`config.mk`:
```
export PLATFORM = sky130hd
export DESIGN_NAME = frame_sig_rx_flat
export DESIGN_NICKNAME = d
export VERILOG_FILES = /design/src/rtl/frame_sig_rx_if.sv /design/src/rtl/frame_sig_rx.sv /design/src/flat_wrapper.sv
export SDC_FILE = /design/constraint.sdc
export NUM_CORES = 1
export LEC_CHECK = 0
export ABC_AREA = 0
export BUFFER_PORTS_ARGS = -buffer_cell sky130_fd_sc_hd__buf_2
export CORE_ASPECT_RATIO = 0.9
export CORE_MARGIN = 4
export CORE_UTILIZATION = 40
export CTS_CLUSTER_DIAMETER = 60
export CTS_CLUSTER_SIZE = 40
export DETAILED_ROUTE_END_ITERATION = 6
export PLACE_DENSITY = 0.68
export RECOVER_POWER = 50
export SYNTH_ARGS = -nofsm -noshare
export SYNTH_HDL_FRONTEND = slang
export SYNTH_SLANG_ARGS = --single-unit
export TNS_END_PERCENT = 20
```
`constraint.sdc`:
```
create_clock -name clk_pix -period 2.1 [get_ports clk_pix]
set_input_delay 0.21 -clock clk_pix [delete_from_list [all_inputs] [get_ports clk_pix]]
set_output_delay 0.21 -clock clk_pix [all_outputs]
set_load 0.03 [all_outputs]
```
`src/rtl/frame_sig_rx_if.sv`:
```
// Pixel-stream and signature-record bundle for frame_sig_rx.
// No timing of its own; it only groups signals.
// The pixel side has no backpressure; the record side is valid/ready.
interface frame_sig_rx_if #(
  parameter int CORDW = 16
);
  // pixel stream from the video timing / game top level
  logic signed [CORDW-1:0] in_sx;
  logic signed [CORDW-1:0] in_sy;
  logic                    in_de;
  logic                    in_frame;
  logic [7:0]              in_r;
  logic [7:0]              in_g;
  logic [7:0]              in_b;

  // per-frame signature record
  logic                    sig_valid;
  logic                    sig_ready;
  logic [15:0]             sig_crc;
  logic [19:0]             sig_pix_cnt;
  logic [15:0]             sig_frame_no;
  logic                    sig_geom_err;
  logic                    sig_coord_err;
  logic                    sig_overrun;

  // pixel source and record consumer (harness side)
  modport master (
    output in_sx, in_sy, in_de, in_frame, in_r, in_g, in_b, sig_ready,
    input  sig_valid, sig_crc, sig_pix_cnt, sig_frame_no,
           sig_geom_err, sig_coord_err, sig_overrun
  );

  // signature block side
  modport slave (
    input  in_sx, in_sy, in_de, in_frame, in_r, in_g, in_b, sig_ready,
    output sig_valid, sig_crc, sig_pix_cnt, sig_frame_no,
           sig_geom_err, sig_coord_err, sig_overrun
  );
endinterface

```
`src/rtl/frame_sig_rx.sv`:
```
// Per-frame signature sink: CRC-16-CCITT over active RGB, pixel count, geometry/coord flags.
// Record appears 1 cycle after the in_frame that closes a frame; all outputs registered.
// Input never stalls; a record arriving while the previous one is unaccepted is dropped and flagged in sig_overrun.
// Optional macro FRAME_SIG_COORD_CHECK_EN builds the expected-coordinate tracker.
module frame_sig_rx #(
  parameter int CORDW = 16,
  parameter int H_RES = 640,
  parameter int V_RES = 480
) (
  input  logic           clk_pix,
  input  logic           rst_pix_n,
  frame_sig_rx_if.slave  bus
);

  localparam logic [19:0] EXP_PIX = 20'(H_RES * V_RES);

  typedef enum logic {WAIT_SOF, ACCUM} state_t;

  state_t      state;
  logic [15:0] crc_acc;
  logic [19:0] cnt_acc;
  logic [15:0] frame_cnt;

  logic        sig_valid_q;
  logic [15:0] sig_crc_q;
  logic [19:0] sig_pix_cnt_q;
  logic [15:0] sig_frame_no_q;
  logic        sig_geom_err_q;
  logic        sig_overrun_q;

  logic        frame_end;
  logic        load_rec;
  logic        pix_take;
  logic [15:0] crc_base;
  logic [15:0] crc_next;
  logic [19:0] cnt_base;
  logic [19:0] cnt_next;

  // CRC-16-CCITT (0x1021), all 24 pixel bits folded MSB first in one cycle
  function automatic logic [15:0] crc16_pix(input logic [15:0] crc_in, input logic [23:0] pix);
    logic [15:0] c;
    logic        fb;
    c = crc_in;
    for (int i = 23; i >= 0; i--) begin
      fb = c[15] ^ pix[i];
      c  = {c[14:0], 1'b0};
      if (fb) c = c ^ 16'h1021;
    end
    return c;
  endfunction

  // in_frame restarts the accumulators; a pixel in that same cycle belongs to the new frame
  always_comb begin
    frame_end = bus.in_frame && (state == ACCUM);
    load_rec  = frame_end && (!sig_valid_q || bus.sig_ready);
    pix_take  = bus.in_de && (bus.in_frame || (state == ACCUM));
    crc_base  = bus.in_frame ? 16'hFFFF : crc_acc;
    cnt_base  = bus.in_frame ? 20'd0 : cnt_acc;
    crc_next  = pix_take ? crc16_pix(crc_base, {bus.in_r, bus.in_g, bus.in_b}) : crc_base;
    cnt_next  = (pix_take && (cnt_base != 20'hFFFFF)) ? cnt_base + 20'd1 : cnt_base;
  end

`ifdef FRAME_SIG_COORD_CHECK_EN
  localparam logic signed [CORDW-1:0] X_LAST = CORDW'(H_RES - 1);

  logic signed [CORDW-1:0] exp_x;
  logic signed [CORDW-1:0] exp_y;
  logic signed [CORDW-1:0] ex_base;
  logic signed [CORDW-1:0] ey_base;
  logic signed [CORDW-1:0] ex_next;
  logic signed [CORDW-1:0] ey_next;
  logic                    cerr_acc;
  logic                    cerr_base;
  logic                    cerr_next;
  logic                    sig_coord_err_q;

  // raster-order expected position; any active pixel off that position flags the frame
  always_comb begin
    ex_base   = bus.in_frame ? '0 : exp_x;
    ey_base   = bus.in_frame ? '0 : exp_y;
    cerr_base = bus.in_frame ? 1'b0 : cerr_acc;
    ex_next   = ex_base;
    ey_next   = ey_base;
    cerr_next = cerr_base;
    if (pix_take) begin
      if ((bus.in_sx != ex_base) || (bus.in_sy != ey_base)) cerr_next = 1'b1;
      if (ex_base == X_LAST) begin
        ex_next = '0;
        ey_next = ey_base + CORDW'(1);
      end else begin
        ex_next = ex_base + CORDW'(1);
      end
    end
  end

  assign bus.sig_coord_err = sig_coord_err_q;
`else
  logic unused_coord;
  assign unused_coord      = ^{bus.in_sx, bus.in_sy};
  assign bus.sig_coord_err = 1'b0;
`endif

  // frame FSM, accumulators and the output record register with valid/ready hold
  always_ff @(posedge clk_pix or negedge rst_pix_n) begin
    if (!rst_pix_n) begin
      state          <= WAIT_SOF;
      crc_acc        <= 16'd0;
      cnt_acc        <= 20'd0;
      frame_cnt      <= 16'd0;
      sig_valid_q    <= 1'b0;
      sig_crc_q      <= 16'd0;
      sig_pix_cnt_q  <= 20'd0;
      sig_frame_no_q <= 16'd0;
      sig_geom_err_q <= 1'b0;
      sig_overrun_q  <= 1'b0;
`ifdef FRAME_SIG_COORD_CHECK_EN
      exp_x           <= '0;
      exp_y           <= '0;
      cerr_acc        <= 1'b0;
      sig_coord_err_q <= 1'b0;
`endif
    end else begin
      if (bus.in_frame) state <= ACCUM;

      if (bus.in_frame || (state == ACCUM)) begin
        crc_acc <= crc_next;
        cnt_acc <= cnt_next;
`ifdef FRAME_SIG_COORD_CHECK_EN
        exp_x    <= ex_next;
        exp_y    <= ey_next;
        cerr_acc <= cerr_next;
`endif
      end

      // frame number advances on every closed frame, delivered or dropped
      if (frame_end) frame_cnt <= frame_cnt + 16'd1;

      if (load_rec) begin
        sig_valid_q    <= 1'b1;
        sig_crc_q      <= crc_acc;
        sig_pix_cnt_q  <= cnt_acc;
        sig_frame_no_q <= frame_cnt;
        sig_geom_err_q <= (cnt_acc != EXP_PIX);
`ifdef FRAME_SIG_COORD_CHECK_EN
        sig_coord_err_q <= cerr_acc;
`endif
      end else if (sig_valid_q && bus.sig_ready) begin
        sig_valid_q <= 1'b0;
      end

      if (frame_end && !load_rec) sig_overrun_q <= 1'b1;
    end
  end

  assign bus.sig_valid    = sig_valid_q;
  assign bus.sig_crc      = sig_crc_q;
  assign bus.sig_pix_cnt  = sig_pix_cnt_q;
  assign bus.sig_frame_no = sig_frame_no_q;
  assign bus.sig_geom_err = sig_geom_err_q;
  assign bus.sig_overrun  = sig_overrun_q;

endmodule

```
`src/flat_wrapper.sv`:
```
// flat-port wrapper written by rule: the top's interface ports become plain ports
module frame_sig_rx_flat 
#(
  parameter int CORDW = 16,
  parameter int H_RES = 640,
  parameter int V_RES = 480
)
  (clk_pix, rst_pix_n, bus_in_sx, bus_in_sy, bus_in_de, bus_in_frame, bus_in_r, bus_in_g, bus_in_b, bus_sig_ready, bus_sig_valid, bus_sig_crc, bus_sig_pix_cnt, bus_sig_frame_no, bus_sig_geom_err, bus_sig_coord_err, bus_sig_overrun);
  frame_sig_rx_if #(.CORDW(CORDW)) bus_i ();
  input  logic clk_pix;
  input  logic rst_pix_n;
  input wire logic [$bits(bus_i.in_sx)-1:0] bus_in_sx;
  input wire logic [$bits(bus_i.in_sy)-1:0] bus_in_sy;
  input wire logic [$bits(bus_i.in_de)-1:0] bus_in_de;
  input wire logic [$bits(bus_i.in_frame)-1:0] bus_in_frame;
  input wire logic [$bits(bus_i.in_r)-1:0] bus_in_r;
  input wire logic [$bits(bus_i.in_g)-1:0] bus_in_g;
  input wire logic [$bits(bus_i.in_b)-1:0] bus_in_b;
  input wire logic [$bits(bus_i.sig_ready)-1:0] bus_sig_ready;
  output wire logic [$bits(bus_i.sig_valid)-1:0] bus_sig_valid;
  output wire logic [$bits(bus_i.sig_crc)-1:0] bus_sig_crc;
  output wire logic [$bits(bus_i.sig_pix_cnt)-1:0] bus_sig_pix_cnt;
  output wire logic [$bits(bus_i.sig_frame_no)-1:0] bus_sig_frame_no;
  output wire logic [$bits(bus_i.sig_geom_err)-1:0] bus_sig_geom_err;
  output wire logic [$bits(bus_i.sig_coord_err)-1:0] bus_sig_coord_err;
  output wire logic [$bits(bus_i.sig_overrun)-1:0] bus_sig_overrun;
  assign bus_i.in_sx = bus_in_sx;
  assign bus_i.in_sy = bus_in_sy;
  assign bus_i.in_de = bus_in_de;
  assign bus_i.in_frame = bus_in_frame;
  assign bus_i.in_r = bus_in_r;
  assign bus_i.in_g = bus_in_g;
  assign bus_i.in_b = bus_in_b;
  assign bus_i.sig_ready = bus_sig_ready;
  assign bus_sig_valid = bus_i.sig_valid;
  assign bus_sig_crc = bus_i.sig_crc;
  assign bus_sig_pix_cnt = bus_i.sig_pix_cnt;
  assign bus_sig_frame_no = bus_i.sig_frame_no;
  assign bus_sig_geom_err = bus_i.sig_geom_err;
  assign bus_sig_coord_err = bus_i.sig_coord_err;
  assign bus_sig_overrun = bus_i.sig_overrun;
  frame_sig_rx #(.CORDW(CORDW), .H_RES(H_RES), .V_RES(V_RES)) u_core (.clk_pix(clk_pix), .rst_pix_n(rst_pix_n), .bus(bus_i));
endmodule
```
==> metrics.md <==
| Metric | Value |
|---|---|
| Final period utilization | 1.05 |
| Sw power | approximately 3.8 mW |
| Die X | between 100 and 150 um |
| Int Pwr | 6.93 mW |
| Number of fill cells | between 1000 and 1500 |
| Mapped cell area | ~5400 um2 |
| R2R Path End | u_core.crc_acc[8] |
| Cell area power density | 1550 nW/um2 |
| Main synth FF type | dfrtp_1 |
| Num ports | around 120 |
| Antenna Nets Post-Route | 0 |
| WL met3 | approximately 570 um |
| Vias in the first global route | between 3000 and 4000 |
| Status | finished with violations |
| Clock latency on the worst-skew pair | between 0.3 and 0.4 ns |
| Setup violations, final | 6 |
| Yosys top cell by area | dfrtp_1 |
| Top cells by area, synth | dfrtp_1 50%, mux2_2 11%, xnor2_1 10% |
| Final Max Tran Viols | 0 |
| GRT Total Usage | 0.155 |
| Fraction of registers with async set/reset | 1.00 |
| RSZ-0062 raised after global routing | yes |
| R2r worst-path depth | 7 |
| Failing checks | negative setup slack |
| Reg-to-reg setup timing slack | -0.10 ns |
| Clock power share | 0.167 |
| Clock sinks | between 100 and 150 |
| Sequential share of the synthesized area | 0.497 |
| Highest metal used | met5 |
| Number of flops mapped to enable cells by yosys | 0 |
| Clk slew on worst S/H paths | ~0.070 ns |
| Max Clock Freq | between 400 and 500 MHz |
| WP data required | around 2.3 ns |
| Post-synthesis cell count | between 400 and 500 |
| WL met1 | 5180 um |
| Crit. End Element | flop |
| Area grow syn2layout | 27.5% |
| Sw frac | 0.356 |
| Per-cell routed wire length | 15.2 um |
| Syn_area_per_cell | approximately 12 um2 |
| Post-route DRC | 0 |
| P_leak | between 3 and 4 nW |
| HPWL after DPL | between 8000 and 9000 um |
| Layout cells sized above 1 | 0.343 |
| Die height | between 100 and 150 um |
| Initial Util | 0.409 |
| Combinational share of power | 0.562 |
| Std-Cell Rows | 40 |
| N_diodes | 0 |
| Final wirelength | 11700 um |
| Count of input and output buffers | 83 |
| Clock Skew | roughly 0.0064 ns |
| Core Footprint | 13300 um2 |
| Final net count | 657 |
| DRT iter0 DRCs | approximately 180 |
| Global-route wire length before repair | ~19000 um |
| Max FO, Critical Path | 3 |
| Peak VDD IR | roughly 0.76 mV |
| Slew HR | 0.271 |
| MaxCap Viol Count | 0 |
| Vias | roughly 3800 |
| CTS Buffer Depth | 2 |
| Final Hold Viols | 0 |
| Remaining Overflow, GRT | 0 |
| Core Util, Final | 0.521 |
| DRT Pass-1 Iters | 5 |
| Worst setup margin | -0.104 ns |
| CP Launch Type | flop |
| Top cells by count, synth | 108 x dfrtp_1, 65 x xnor2_1, 53 x mux2_2, 44 x nor2_1, 31 x xor2_1 |
| Crit path from | u_core.crc_acc[7] |
| Setup Crit Path Kind | reg2reg |
| DR WL met2 | around 5800 um |
| Most common cell in the netlist | dfrtp_1 |
| HP Class | in2reg |
| Initial antenna violation count | 1 |
| Final GP Congestion | between 0.8 and 0.9 |
| Least-Margin Pin Slew | roughly 1.1 ns |
| Count of yosys warnings during synthesis | 0 |
| FF+latch count, synth | about 110 |
| R2r startpoint | u_core.crc_acc[7] |
| Top-area cell type share of the netlist area | 0.497 |
| Yosys cell types | 45 |
| Syn_nets | a little over 500 |
| CTS H-tree depth | 3 |
| TritonCTS Buffers | 9 |
| Largest net degree at the start of global routing | 45 |
| Clk root buf | clkbuf_16 |
| TNS Setup | -0.432 ns |
| Sequential share of power | 0.271 |
| Critical Path AT | 2.42 ns |
| End of the critical path | u_core.crc_acc[8] |
| Die area | ~16000 um2 |
| Min cycle time layout | 2.20 ns |
| CTS tree | built |
| Number of vias per cell | 4.90 |
[stage by stage]
step	cells	cell area (um2)	hold WS, ns	total power, mW	setup WS (ns)
3_5_place_dp	749	6600	0.247	8.93	-0.136
3_3_place_gp	749	6600	0.233	8.83	-0.0988
2_1_floorplan	442	5500	-0.0856	7.07	-0.217
5_1_grt	766	6930	0.207	11.4	-0.183
6_report	766	6930	0.184	10.7	-0.104
4_1_cts	765	6950	0.174	10.8	-0.107
[metal layers]
| metal | GRT usage | up-vias |
|---|---|---|
| met2 | 0.251 | 91 |
| met3 | 0.0339 | 18 |
| met4 | 0.0302 | 2 |
| met1 | 0.214 | 1841 |
| met5 | 0 | - |
| li1 | - | 1804 |
[power groups by stage]
stage                     Combinational [mW]  Clock, mW  Sequential, mW
after floorplan                         3.72          0            3.35
after global placement                  5.92          0            2.91
final                                   6.04       1.80            2.91
after detailed placement                5.99          0            2.94
after global routing                    6.53       1.93            2.98
after CTS                               6.07       1.84            2.90
[cells by family (layout without fill, tap and decap cells)]
kind of cell	after synthesis	count (layout)	share of synthesized area
flops	108	108	0.497
other cells	1	1	0.000689
mux	53	53	0.110
buf+inv	18	174	0.0184
xor+xnor	116	116	0.230
simple gates	120	120	0.111
compound gates	24	24	0.0288
fa+ha+maj	2	2	0.00460
[state kept, by name (all words and copies together) (netlist names)]
| signal | flops |
|---|---|
| u_core.cnt_acc | 20 |
| u_core.bus.sig_overrun | 1 |
| u_core.bus.sig_valid | 1 |
| u_core.frame_cnt | 16 |
| u_core.bus.sig_frame_no | 16 |
| u_core.crc_acc | 16 |
| u_core.bus.sig_pix_cnt | 20 |
| u_core.state | 1 |
| u_core.bus.sig_crc | 16 |
| u_core.bus.sig_geom_err | 1 |
[how the worst min path moves through the flow]
stage / startpoint / slack [ns] / end / depth (start not counted)
3_5_place_dp: rst_pix_n / 0.25 / u_core.bus.sig_pix_cnt[9] / 1
6_report: bus_sig_ready / 0.18 / u_core.bus.sig_valid / 3
4_1_cts: bus_sig_ready / 0.17 / u_core.bus.sig_valid / 3
3_3_place_gp: rst_pix_n / 0.23 / u_core.bus.sig_pix_cnt[8] / 1
2_1_floorplan: rst_pix_n / -0.09 / u_core.bus.sig_crc[0] / 0
5_1_grt: bus_sig_ready / 0.21 / u_core.bus.sig_valid / 3
[critical path: stages, from the launching register on]
cell     delay [ns]
dfrtp_1        0.41
nor2_4         0.15
xnor2_2        0.14
xnor3_2        0.40
xnor3_2        0.46
xnor2_2        0.28
xnor2_1        0.16
a21oi_1        0.08
[timing repair]
action	CTS	global route
endpoints found under the hold margin	41	0
endpoints found under the setup margin	16	23
hold buffers	1	0
pin swaps	1	9
gates resized for setup	5	14
buffers inserted	0	1
[layout by cell type (no fill, tap or decap), types with 4 or more instances in the layout]
cell,netlist,routed
buf_4,3,68
o22a_1,5,5
xnor3_2,5,5
nand3_1,20,20
and3_1,9,8
xor2_1,31,31
a21oi_1,12,12
xnor2_2,7,13
nor2_1,44,40
dfrtp_1,108,107
clkbuf_1,8,54
xnor2_1,65,59
clkbuf_16,0,9
xnor3_1,4,4
nand2_1,14,14
mux2_2,53,53
nand4_1,4,4
buf_2,1,30
[area by class of cell]
type | instances | area [um2] | share of cell area
Multi-Input combinational cell | 316 | 2750 | 0.397
Sequential cell | 108 | 2700 | 0.390
Timing Repair Buffer | 157 | 942 | 0.136
Clock buffer | 11 | 243 | 0.0350
Tap cell | 168 | 210 | 0.0303
Clock inverter | 4 | 73.8 | 0.0106
Inverter | 2 | 7.51 | 0.00108
No activity file was read; power rests on OpenSTA's default activity.
